File: config.mk
export PLATFORM = sky130hd
export DESIGN_NAME = flag_register_unit_flat
export DESIGN_NICKNAME = d
export VERILOG_FILES = /design/src/rtl/flag_register_unit_if.sv /design/src/rtl/flag_register_unit.sv /design/src/flat_wrapper.sv
export SDC_FILE = /design/constraint.sdc
export NUM_CORES = 1
export LEC_CHECK = 0
export ABC_CLOCK_PERIOD_IN_PS = 6400
export CAP_MARGIN = 10
export CORE_ASPECT_RATIO = 0.75
export CORE_UTILIZATION = 39
export CTS_CLUSTER_DIAMETER = 80
export DETAILED_ROUTE_END_ITERATION = 12
export DONT_BUFFER_PORTS = 1
export SLEW_MARGIN = 20
export SYNTH_ARGS = -nofsm -noshare
export SYNTH_HDL_FRONTEND = slang
export SYNTH_SLANG_ARGS = --single-unit
File: constraint.sdc
create_clock -name CCR_clk -period 6.4 [get_ports CCR_clk]
set_input_delay 1.28 -clock CCR_clk [delete_from_list [all_inputs] [get_ports CCR_clk]]
set_output_delay 1.28 -clock CCR_clk [all_outputs]
set_load 0.01 [all_outputs]
File: src/rtl/flag_register_unit_if.sv
// ALU/control-unit side bundle for the condition-code register stage.
// The unit takes the slave view; the ALU/control side (or a bench) takes the master view.
interface flag_register_unit_if;
    logic       Zero;
    logic       Sign;
    logic       Overflow;
    logic       Carry;
    logic       Update;
    logic       Push;
    logic       Pop;
    logic [2:0] Cond;
    logic       Branch_take;
    logic [3:0] Flags;
    logic [7:0] Zsoc;
    logic       Condition_update;
    logic       Stack_full;
    logic       Stack_empty;
    logic       Stack_err;

    modport master (
        output Zero, Sign, Overflow, Carry, Update, Push, Pop, Cond,
        input  Branch_take, Flags, Zsoc, Condition_update,
               Stack_full, Stack_empty, Stack_err
    );

    modport slave (
        input  Zero, Sign, Overflow, Carry, Update, Push, Pop, Cond,
        output Branch_take, Flags, Zsoc, Condition_update,
               Stack_full, Stack_empty, Stack_err
    );
endinterface

File: src/rtl/flag_register_unit.sv
// Condition-code register with branch evaluation and a flag save/restore stack.
// Define CCR_STACK_ERR_EN to enable the sticky Stack_err overflow/underflow flag.
module flag_register_unit #(
    parameter int unsigned DEPTH = 4,
    parameter int unsigned PTR_W = 2
) (
    input logic                 CCR_clk,
    input logic                 Reset,
    flag_register_unit_if.slave bus
);

    localparam logic [PTR_W:0] FULL_CNT = (PTR_W+1)'(DEPTH);
    localparam logic [PTR_W:0] ONE      = (PTR_W+1)'(1);

    logic [3:0]       ccr;
    logic [3:0]       stack [DEPTH];
    logic [PTR_W:0]   ptr;
    logic [PTR_W:0]   ptr_dec;
    logic [PTR_W-1:0] top_idx;
    logic [PTR_W-1:0] push_idx;
    logic             full;
    logic             empty;
    logic             do_push;
    logic             do_pop;
    logic             do_swap;
    logic             cond_upd;
    logic [3:0]       alu_flags;

    assign full      = (ptr == FULL_CNT);
    assign empty     = (ptr == '0);
    assign ptr_dec   = ptr - ONE;
    assign top_idx   = ptr_dec[PTR_W-1:0];
    assign push_idx  = ptr[PTR_W-1:0];
    assign alu_flags = {bus.Zero, bus.Sign, bus.Overflow, bus.Carry};

    assign do_push = bus.Push & ~bus.Pop & ~full;
    assign do_pop  = bus.Pop & ~bus.Push & ~empty;
    assign do_swap = bus.Push & bus.Pop & ~empty;

    // Pop/swap restore overrides Update; illegal ops fall through so Update still applies.
    always_ff @(posedge CCR_clk or posedge Reset) begin
        if (Reset) begin
            ccr      <= '0;
            ptr      <= '0;
            cond_upd <= 1'b0;
            for (int unsigned i = 0; i < DEPTH; i++) begin
                stack[i] <= '0;
            end
        end else begin
            cond_upd <= do_pop | do_swap;
            if (do_pop) begin
                ccr <= stack[top_idx];
                ptr <= ptr_dec;
            end else if (do_swap) begin
                ccr            <= stack[top_idx];
                stack[top_idx] <= ccr;
            end else begin
                if (do_push) begin
                    stack[push_idx] <= ccr;
                    ptr             <= ptr + ONE;
                end
                if (bus.Update) begin
                    ccr <= alu_flags;
                end
            end
        end
    end

`ifdef CCR_STACK_ERR_EN
    logic illegal;
    logic err;

    assign illegal = (bus.Push & ~bus.Pop & full) | (bus.Pop & empty);

    always_ff @(posedge CCR_clk or posedge Reset) begin
        if (Reset) begin
            err <= 1'b0;
        end else if (illegal) begin
            err <= 1'b1;
        end
    end

    assign bus.Stack_err = err;
`else
    assign bus.Stack_err = 1'b0;
`endif

    always_comb begin
        bus.Branch_take = 1'b0;
        case (bus.Cond)
            3'b000:  bus.Branch_take = 1'b1;
            3'b001:  bus.Branch_take = ccr[3];
            3'b010:  bus.Branch_take = ~ccr[3];
            3'b011:  bus.Branch_take = ccr[2];
            3'b100:  bus.Branch_take = ~ccr[2];
            3'b101:  bus.Branch_take = ccr[0];
            3'b110:  bus.Branch_take = ccr[1];
            3'b111:  bus.Branch_take = ccr[2] ^ ccr[1];
            default: bus.Branch_take = 1'b0;
        endcase
    end

    assign bus.Flags            = ccr;
    assign bus.Zsoc             = {4'b0000, ccr};
    assign bus.Condition_update = cond_upd;
    assign bus.Stack_full       = full;
    assign bus.Stack_empty      = empty;

endmodule

File: src/flat_wrapper.sv
// flat-port wrapper written by rule: the top's interface ports become plain ports
module flag_register_unit_flat 
#(
    parameter int unsigned DEPTH = 4,
    parameter int unsigned PTR_W = 2
)
  (CCR_clk, Reset, bus_Zero, bus_Sign, bus_Overflow, bus_Carry, bus_Update, bus_Push, bus_Pop, bus_Cond, bus_Branch_take, bus_Flags, bus_Zsoc, bus_Condition_update, bus_Stack_full, bus_Stack_empty, bus_Stack_err);
  flag_register_unit_if bus_i ();
  input logic CCR_clk;
  input logic Reset;
  input wire logic [$bits(bus_i.Zero)-1:0] bus_Zero;
  input wire logic [$bits(bus_i.Sign)-1:0] bus_Sign;
  input wire logic [$bits(bus_i.Overflow)-1:0] bus_Overflow;
  input wire logic [$bits(bus_i.Carry)-1:0] bus_Carry;
  input wire logic [$bits(bus_i.Update)-1:0] bus_Update;
  input wire logic [$bits(bus_i.Push)-1:0] bus_Push;
  input wire logic [$bits(bus_i.Pop)-1:0] bus_Pop;
  input wire logic [$bits(bus_i.Cond)-1:0] bus_Cond;
  output wire logic [$bits(bus_i.Branch_take)-1:0] bus_Branch_take;
  output wire logic [$bits(bus_i.Flags)-1:0] bus_Flags;
  output wire logic [$bits(bus_i.Zsoc)-1:0] bus_Zsoc;
  output wire logic [$bits(bus_i.Condition_update)-1:0] bus_Condition_update;
  output wire logic [$bits(bus_i.Stack_full)-1:0] bus_Stack_full;
  output wire logic [$bits(bus_i.Stack_empty)-1:0] bus_Stack_empty;
  output wire logic [$bits(bus_i.Stack_err)-1:0] bus_Stack_err;
  assign bus_i.Zero = bus_Zero;
  assign bus_i.Sign = bus_Sign;
  assign bus_i.Overflow = bus_Overflow;
  assign bus_i.Carry = bus_Carry;
  assign bus_i.Update = bus_Update;
  assign bus_i.Push = bus_Push;
  assign bus_i.Pop = bus_Pop;
  assign bus_i.Cond = bus_Cond;
  assign bus_Branch_take = bus_i.Branch_take;
  assign bus_Flags = bus_i.Flags;
  assign bus_Zsoc = bus_i.Zsoc;
  assign bus_Condition_update = bus_i.Condition_update;
  assign bus_Stack_full = bus_i.Stack_full;
  assign bus_Stack_empty = bus_i.Stack_empty;
  assign bus_Stack_err = bus_i.Stack_err;
  flag_register_unit #(.DEPTH(DEPTH), .PTR_W(PTR_W)) u_core (.CCR_clk(CCR_clk), .Reset(Reset), .bus(bus_i));
endmodule
## Yosys cells after proc, flatten, opt, wreduce, memory -nomap -nowiden

Index checks and enable logic that the tools add are counted.

- Flip-flop bits (word level): 24
- Input bits: 12
- Output and inout port bits: 17
- Logic and storage cells: 66

- Add/subtract/negate cells: 2
- Magnitude comparators: 4
- Equality and inequality tests: 9
- Multiplexer cells: 18
- Bitwise logic cells: 17
- Reduce and logical (&&, ||, !) cells: 9

Operators by type and width:

| kind | number |
|---|---|
| bitwise mux 16 bit | 2 |
| two-way mux 16 bit | 2 |
| two-way mux 4 bit | 7 |
| demux 4 bit (select 2 bit) | 2 |
| == test 3 bit, second input constant | 5 |
| two-way mux 3 bit | 3 |
| binary-select mux 4 bit (select 2 bit) | 1 |
| one-hot mux 1 bit (8 select lines) | 1 |
| NOT 1 bit | 7 |
| AND 1 bit | 6 |
| == test 3 x 2 -> 1 bit, second input constant | 2 |
| greater-or-equal comparator 3 bit, second input constant | 2 |
| logical NOT 3 bit | 2 |
| < comparator 3 x 1 -> 1 bit, second input constant | 2 |
| NOT 2 -> 3 bit | 2 |
| AND reduction 2 bit | 2 |
| nonzero test 2 bit | 2 |
| adder 3 x 1 -> 3 bit, second input constant | 1 |
| == test 3 x 1 -> 1 bit, second input constant | 1 |
| nonzero test 3 bit | 1 |
| subtractor 3 x 1 -> 3 bit, second input constant | 1 |
| logical AND 1 bit | 2 |
| != test 2 x 1 -> 1 bit, second input constant | 1 |
| bitwise OR 1 bit | 1 |
| bitwise XOR 1 bit | 1 |

## Longest topological paths before layout

Gate-level depths: netlist of run 1.

- Depth after elaboration: 8
- Gate-level depth with buffers: 10
- Depth with buffers taken out: 8

## Least setup slack after synthesis of run 1

Ideal clock, no wire load.

- Path kind: input to output
- Start point: input port bus_Cond[0]
- End point: output port bus_Branch_take
- Data arrival time: 1,751 ps
- Required time: 5,120 ps
- Path slack: 3,369 ps
- Cell stages on the path: 3
- Path buffers: 0
- Cells stage by stage: nor3_1 > a221oi_1 > a21oi_1

- Longest elaborated chain between the ends: 2
- Elaborated cells between the ends (all ways): 9
- Classes of those cells: 7 x eq/ne; 1 x mux; 1 x reduce/logical

Ends and longest elaborated chain:

| item | RTL line | source |
|---|---|---|
| start, declared | flat_wrapper.sv:18 | `input wire logic [$bits(bus_i.Cond)-1:0] bus_Cond;` |
| == test 3 bit (tied with other cells) | flag_register_unit.sv:90 | `case (bus.Cond)` |
| one-hot mux 1 bit (8 select lines) * | flag_register_unit.sv:90 |  |
| end, declared | flat_wrapper.sv:19 | `output wire logic [$bits(bus_i.Branch_take)-1:0] bus_Branch_take;` |

Every way passes the cells marked *; elsewhere a longest branch is shown, timed or not.

## Worst setup path in the final report of run 1

- Start point: register u_core.ptr[0]
- End point: output port bus_Stack_full

- Longest elaborated chain between the ends: 1

Ends and longest elaborated chain:

| item | RTL line | source |
|---|---|---|
| start, declared | flag_register_unit.sv:17 | `logic [PTR_W:0] ptr;` |
| start signal, assigned | flag_register_unit.sv:53 | `ptr <= ptr_dec;` |
| start signal, assigned | flag_register_unit.sv:60 | `ptr <= ptr + ONE;` |
| == test 3 bit | flag_register_unit.sv:29 | `assign full = (ptr == FULL_CNT);` |
| end, declared | flat_wrapper.sv:23 | `output wire logic [$bits(bus_i.Stack_full)-1:0] bus_Stack_full;` |

Every way passes these cells.

==> results of run 1 <==
-- worst max-delay path by stage --
stage                       start              end  cells past startpoint
floorplan             bus_Cond[0]  bus_Branch_take                      3
global placement      bus_Cond[0]  bus_Branch_take                      3
detailed placement    bus_Cond[0]  bus_Branch_take                      3
CTS                   bus_Cond[0]  bus_Branch_take                      3
global route        u_core.ptr[0]   bus_Stack_full                      4
finish              u_core.ptr[0]   bus_Stack_full                      4
-- final cells by class --
type / instances / share of cell area (%)
sequential: 24 / 40.1
inverter: 8 / 2.50
clock buffer: 4 / 3.67
tap: 50 / 4.17
multi-input combinational: 85 / 49.6
-- registers in the layout, summed over array words and instances (netlist names) --
name	flops
u_core.bus.Condition_update	1
u_core.bus.Flags	4
u_core.ptr	3
u_core.stack	16
-- kinds of logic after synthesis --
family                   count (synthesis)  synth area share [%]
AND/OR/NAND/NOR                         25                  9.80
XOR/XNOR                                 1                 0.597
buffers and inverters                   21                  9.46
multiplexers                            21                  16.7
other                                    1                 0.256
flip-flops                              24                  40.9
AO/OA/AOI/OAI                           26                  16.3
adder cells (fa/ha/maj)                  7                  5.97
-- routing by layer --
| metal | global-route usage, % | vias to the layer above | share of wire (%) |
|---|---|---|---|
| met2 | 25.1 | 23 | 45 |
| met1 | 18.1 | 455 | 51 |
| met4 | 1.63 | 0 | 0.15 |
| met3 | 4.89 | 2 | 4.1 |
| li1 | - | 434 | - |
| met5 | 0 | - | 0 |
-- worst max-delay path: cells and delay by family, from the launching register on --
| kind | cells | cell delay (ps) |
|---|---|---|
| flip-flops | 1 | 660 |
| buffers and inverters | 2 | 400 |
| AND/OR/NAND/NOR | 1 | 150 |
| adder cells (fa/ha/maj) | 1 | 320 |
-- power by group through the flow --
stage,Clock (mW),Sequential [mW],Combinational [mW]
finish,0.103,0.327,0.280
global route,0.109,0.342,0.312
CTS,0.103,0.326,0.284
detailed placement,0,0.328,0.283
global placement,0,0.325,0.275
floorplan,0,0.285,0.278
-- cells in the final DEF, fill, tap and decap left out, types with 2 or more instances in the layout --
| master | Yosys | final |
|---|---|---|
| mux2_4 | 4 | 4 |
| a21oi_1 | 2 | 2 |
| clkbuf_8 | 1 | 4 |
| nand2_1 | 5 | 5 |
| o21ai_0 | 2 | 2 |
| dfrtp_1 | 24 | 24 |
| a32oi_4 | 2 | 2 |
| mux2_1 | 8 | 8 |
| inv_1 | 7 | 7 |
| mux2i_1 | 5 | 5 |
| mux2_2 | 4 | 4 |
| and2_1 | 6 | 6 |
| nor2_1 | 4 | 4 |
| a221oi_1 | 3 | 3 |
| nor2b_1 | 2 | 2 |
| conb_1 | 1 | 5 |
| a211oi_1 | 9 | 9 |
| a2111oi_0 | 4 | 4 |
| ha_1 | 7 | 7 |
| nor3_1 | 2 | 2 |
==> results by group, run 1 <==
STA
  – Final Cycle Share: 48.3%
  – Max-slew violation count: 0
  – Final TNS setup: 0 ps
  – Final WS setup: 3310 ps
  – Final min period: 3090 ps
  – RSZ-0062 raised after global routing: false
  – Final hold vios: 0
  – F_max: 0.324 GHz
  – Clk_skew: 3.72 ps
  – Final setup violating endpoints: 0
  – Worst hold slack: 487 ps
  – Slew @ Worst Pin: 902 ps
  – Slew HR: 39.8%

GRT
  – Vias in the first global route: 895
  – Antenna violations before repair: 0
  – First-pass GRT wire length: 4260 um
  – Total global-route track usage: 14.4%
  – Total congestion overflow: 0
  – Largest net degree at the start of global routing: 25

Clock network
  – Worst skew pair latency: 260 ps
  – Clock root buffer: clkbuf_8
  – Clk sinks: 24
  – TritonCTS Buffers: 3
  – Hold_buf cts: 0
  – Post-CTS Setup Bufs: 0
  – CTS tree: built
  – CTS resizes: 0
  – CTS max path bufs: 2
  – CTS clk-pin slew, worst paths: 90 ps
  – H-tree levels: 1

Critical path
  – Crit. End Element: output pin
  – Critical R2R Launch: u_core.ptr[0]
  – Worst setup SP type: flip-flop
  – Req. time, crit path: 5120 ps
  – Worst-path maximum fanout: 15
  – Reg2reg end: u_core.bus.Flags[2]
  – Worst setup path class: reg2out
  – Crit path largest cell delay: 660 ps
  – WP data arrival: 1810 ps
  – Most used cell, CP: inv_1
  – Crit path cell chain: inv_1, ha_1, nand2_1, inv_1
  – Slowest-stage cell, CP: dfrtp_1
  – Worst R2R Path Depth: 8
  – Reg-to-reg slack, setup: 3590 ps

Final layout
  – Final instance area: 1500 um^2
  – # nets final: 141
  – FF+latch area: 601 um^2
  – Inserted Diodes: 0
  – Fillers: 341
  – Fin util: 43.5%
  – Fraction of layout cells with a size suffix above 1: 15.7%
  – Multi-input gate area: 743 um^2
  – Area grow syn2layout: 2.13%
  – Non-Filler Instances: 171

Floorplan
  – Core area: 3450 um^2
  – Width of the die: 72.8 um
  – Cell Rows: 18
  – Initial Util: 42.6%
  – Chip Height: 55.1 um
  – Num ports: 29
  – Die area: 4020 um^2

Yosys
  – Post-synth top cells: dfrtp_1, a211oi_1, buf_4, mux2_1
  – Gate Count Post-Synth: 126
  – Post-synthesis register bit count: 24
  – Sequential share of the synthesized area: 40.9%
  – Post-synth EDFFs: 0
  – Most common cell in the netlist: dfrtp_1
  – Synthesized cell area: 1470 um^2
  – Ys flop type: dfrtp_1
  – Area leader, netlist: dfrtp_1
  – Post-synth ARST share: 100%
  – Yosys warning total: 0
  – Post-synth cell types: 36
  – Synth top area share: 40.9%
  – Syn_area_per_cell: 11.6 um^2
  – Synth top area cells: dfrtp_1, mux2_1, ha_1, a211oi_1, buf_4

Run status
  – Outcome: finished, final reports clean

Detailed routing
  – DRC: 0
  – Final WL: 2700 um
  – Final ANT Viol Nets: 0
  – WL/cell: 15.8 um
  – Iteration count of the initial detailed-routing pass: 4
  – Drt via density: 5.35
  – Initial DRC Count: 43
  – Vias post-DR: 914

Power
  – Clock power share: 14.5%
  – Power Density: 473 nW/um^2
  – Int Pwr: 0.426 mW
  – Sw Share: 39.9%
  – Worst vdd ir: 0.140 mV
  – Leakage: 0.653 nW
  – Sequential power share: 46.0%
  – Power Total: 0.710 mW
  – Switch Pwr: 0.283 mW
  – Comb pwr share: 39.5%

Placement
  – Port Buf Inserts: 0
  – Final HPWL from detailed placement: 1980 um
  – DP Area: 1440 um^2
  – Pre-CTS setup slack: 3320 ps
  – Gp weighted congestion: 0.784
  – Placed cell count: 167

Min path
  – Hold Path Class: reg2reg
  – HP Start: u_core.stack[4]
  – Hold endpoint: u_core.stack[4]
  – Hold path depth: 1

Flow run
  – Max cap viols: 0
Note: power is estimated with default switching activity, not from simulation.
==> run 2: changes to the inputs <==
Settings changed: ABC_AREA from default to 1, ABC_CLOCK_PERIOD_IN_PS 6400 to 3250.
Clock period 6.4 ns to 3.25 ns, I/O delays scaled along.
==> run 2 against run 1 <==
  * Register-to-register slack worse by 2700 ps
  * Area after synthesis is 2.8% higher
  * Power is 100% higher
  * Synthesized cell count is 55% higher
  * Non-clock buffer count stayed put
  * Die area is 2.7% higher
  * Critical endpoint is now bus_Stack_empty
==> results by group, run 2 <==
Critical path
  – Worst setup path class: reg2out
  – Crit path cell chain: clkinv_1, ha_1, ha_1
  – Slowest-stage cell, CP: dfrtp_1
  – Crit. End Element: output pin
  – Most used cell, CP: ha_1
  – WP data arrival: 1870 ps
  – Crit path largest cell delay: 600 ps
  – Worst setup SP type: flip-flop
  – Worst-path maximum fanout: 13
  – Req. time, crit path: 2600 ps

GRT
  – Antenna violations before repair: 0
  – Vias in the first global route: 1115
  – Total congestion overflow: 0
  – First-pass GRT wire length: 5350 um
  – Largest net degree at the start of global routing: 25
  – Total global-route track usage: 17.3%

Final layout
  – Final instance area: 1560 um^2
  – Multi-input gate area: 797 um^2
  – Most flops, register: u_core.stack
  – Fillers: 386
  – Area grow syn2layout: 3.07%
  – Inserted Diodes: 0
  – # nets final: 213
  – Commonest non-fill, non-tap cell in the layout: nand2_1
  – FF+latch area: 601 um^2
  – Fraction of layout cells with a size suffix above 1: 8.33%
  – Max FFs per register: 16
  – Most frequent cells in the layout: nand2_1, nand3_1, dfrtp_1

Clock network
  – Post-CTS Setup Bufs: 0
  – Clock root buffer: clkbuf_8
  – H-tree levels: 1
  – Worst skew pair latency: 260 ps
  – TritonCTS Buffers: 3
  – CTS max path bufs: 2
  – CTS resizes: 0
  – CTS clk-pin slew, worst paths: 80 ps
  – CTS tree: built
  – Hold_buf cts: 0
  – Clk sinks: 24

Yosys
  – Gate Count Post-Synth: 195
  – Area leader, netlist: dfrtp_1
  – Synth top area share: 39.8%
  – Most common cell in the netlist: nand2_1
  – Post-synth top cells: nand2_1, nand3_1, dfrtp_1, inv_1, buf_4
  – Post-synth cell types: 20
  – Synth top area cells: dfrtp_1, nand2_1, nand3_1, ha_1, buf_4
  – Post-synth EDFFs: 0
  – Post-synth ARST share: 100%
  – Ys flop type: dfrtp_1
  – Post-synthesis register bit count: 24
  – Sequential share of the synthesized area: 39.8%
  – Synthesized cell area: 1510 um^2
  – Yosys warning total: 0
  – Syn_area_per_cell: 7.74 um^2

Detailed routing
  – WL/cell: 13.2 um
  – Final ANT Viol Nets: 0
  – DRC: 0
  – Initial DRC Count: 113
  – Vias post-DR: 1204
  – Final WL: 3230 um
  – Iteration count of the initial detailed-routing pass: 4
  – Drt via density: 4.93

Placement
  – Final HPWL from detailed placement: 2470 um
  – Gp weighted congestion: 0.805
  – DP Area: 1510 um^2
  – Port Buf Inserts: 0

Floorplan
  – Core area: 3680 um^2
  – Num ports: 29
  – Initial Util: 41.0%
  – Die area: 4120 um^2
  – Chip Height: 55.9 um
  – Cell Rows: 19
  – Width of the die: 73.8 um

STA
  – Final TNS setup: 0 ps
  – Slew HR: 39.1%
  – Slew @ Worst Pin: 913 ps
  – Final setup violating endpoints: 0
  – Final hold vios: 0
  – Max-slew violation count: 0
  – F_max: 0.396 GHz
  – RSZ-0062 raised after global routing: false
  – Clk_skew: 2.63 ps
  – Final Cycle Share: 77.7%
  – Final min period: 2520 ps

Power
  – Leakage: 0.824 nW
  – Worst vdd ir: 0.352 mV
  – Power Density: 920 nW/um^2

Min path
  – Hold Path Class: in2async

Run status
  – Outcome: finished, final reports clean

Flow run
  – Max cap viols: 0
==> run 2: worst paths after layout <==
check | startpoint | to | slack (ps) | depth (start not counted)
min in group CCR_clk | u_core.stack[1] | u_core.stack[1] | 520 | 2
max in group asynchronous | Reset | u_core.stack[14] | 2220 | 1
worst min register to register | u_core.stack[1] | u_core.stack[1] | 520 | 2
worst min-delay path | Reset | u_core.bus.Condition_update | 470 | 1
worst max-delay path | u_core.ptr[0] | bus_Stack_empty | 730 | 3
worst max register to register | u_core.ptr[0] | u_core.stack[8] | 860 | 8
==> run 2: cell families (layout without fill, tap and decap cells) <==
| kind of cell | count (synthesis) | in the layout | synth area share [%] |
|---|---|---|---|
| compound gates | 6 | 6 | 2.16 |
| xor+xnor | 1 | 1 | 0.581 |
| fa+ha+maj | 7 | 7 | 5.80 |
| buf+inv | 23 | 16 | 8.37 |
| flops | 24 | 24 | 39.8 |
| other cells | 1 | 5 | 0.249 |
| simple gates | 133 | 133 | 43.0 |
==> run 2: where the power goes <==
part           switching (mW)  internal (mW)  total, mW
sequential              0.192          0.430      0.622
clock                  0.0891         0.0828      0.172
combinational           0.408          0.229      0.637
==> run 2: through the flow <==
step           power (mW)  worst slack (ps)  cells  hold slack, ps  util (%)
4_1_cts              1.44               707    244             508      42.2
6_report             1.43               726    244             469      42.2
3_3_place_gp         1.27               940    241             496      41.1
2_1_floorplan        1.13              1320    199             476         -
5_1_grt              1.56               615    244             541      42.2
3_5_place_dp         1.26               857    241             501      41.1
==> run 2: cell type report <==
type / count / share of cell area [%]
Multi-Input combinational cell: 152 / 51.2
Sequential cell: 24 / 38.6
Tap cell: 52 / 4.18
Inverter: 13 / 3.30
Clock buffer: 3 / 2.65
==> run 2: layer usage <==
layer,global-route usage (%),wire length (um),vias to the layer above
met5,0,0,-
met2,24.5,1400,24
met3,4.71,157,4
met1,26.1,1640,554
li1,-,-,622
met4,3.85,39,0
==> run 2: worst max-delay path: cells and delay by family, from the launching register on <==
kind	cells	cell delay [ps]
adder cells (fa/ha/maj)	2	610
buffers and inverters	1	390
flip-flops	1	600
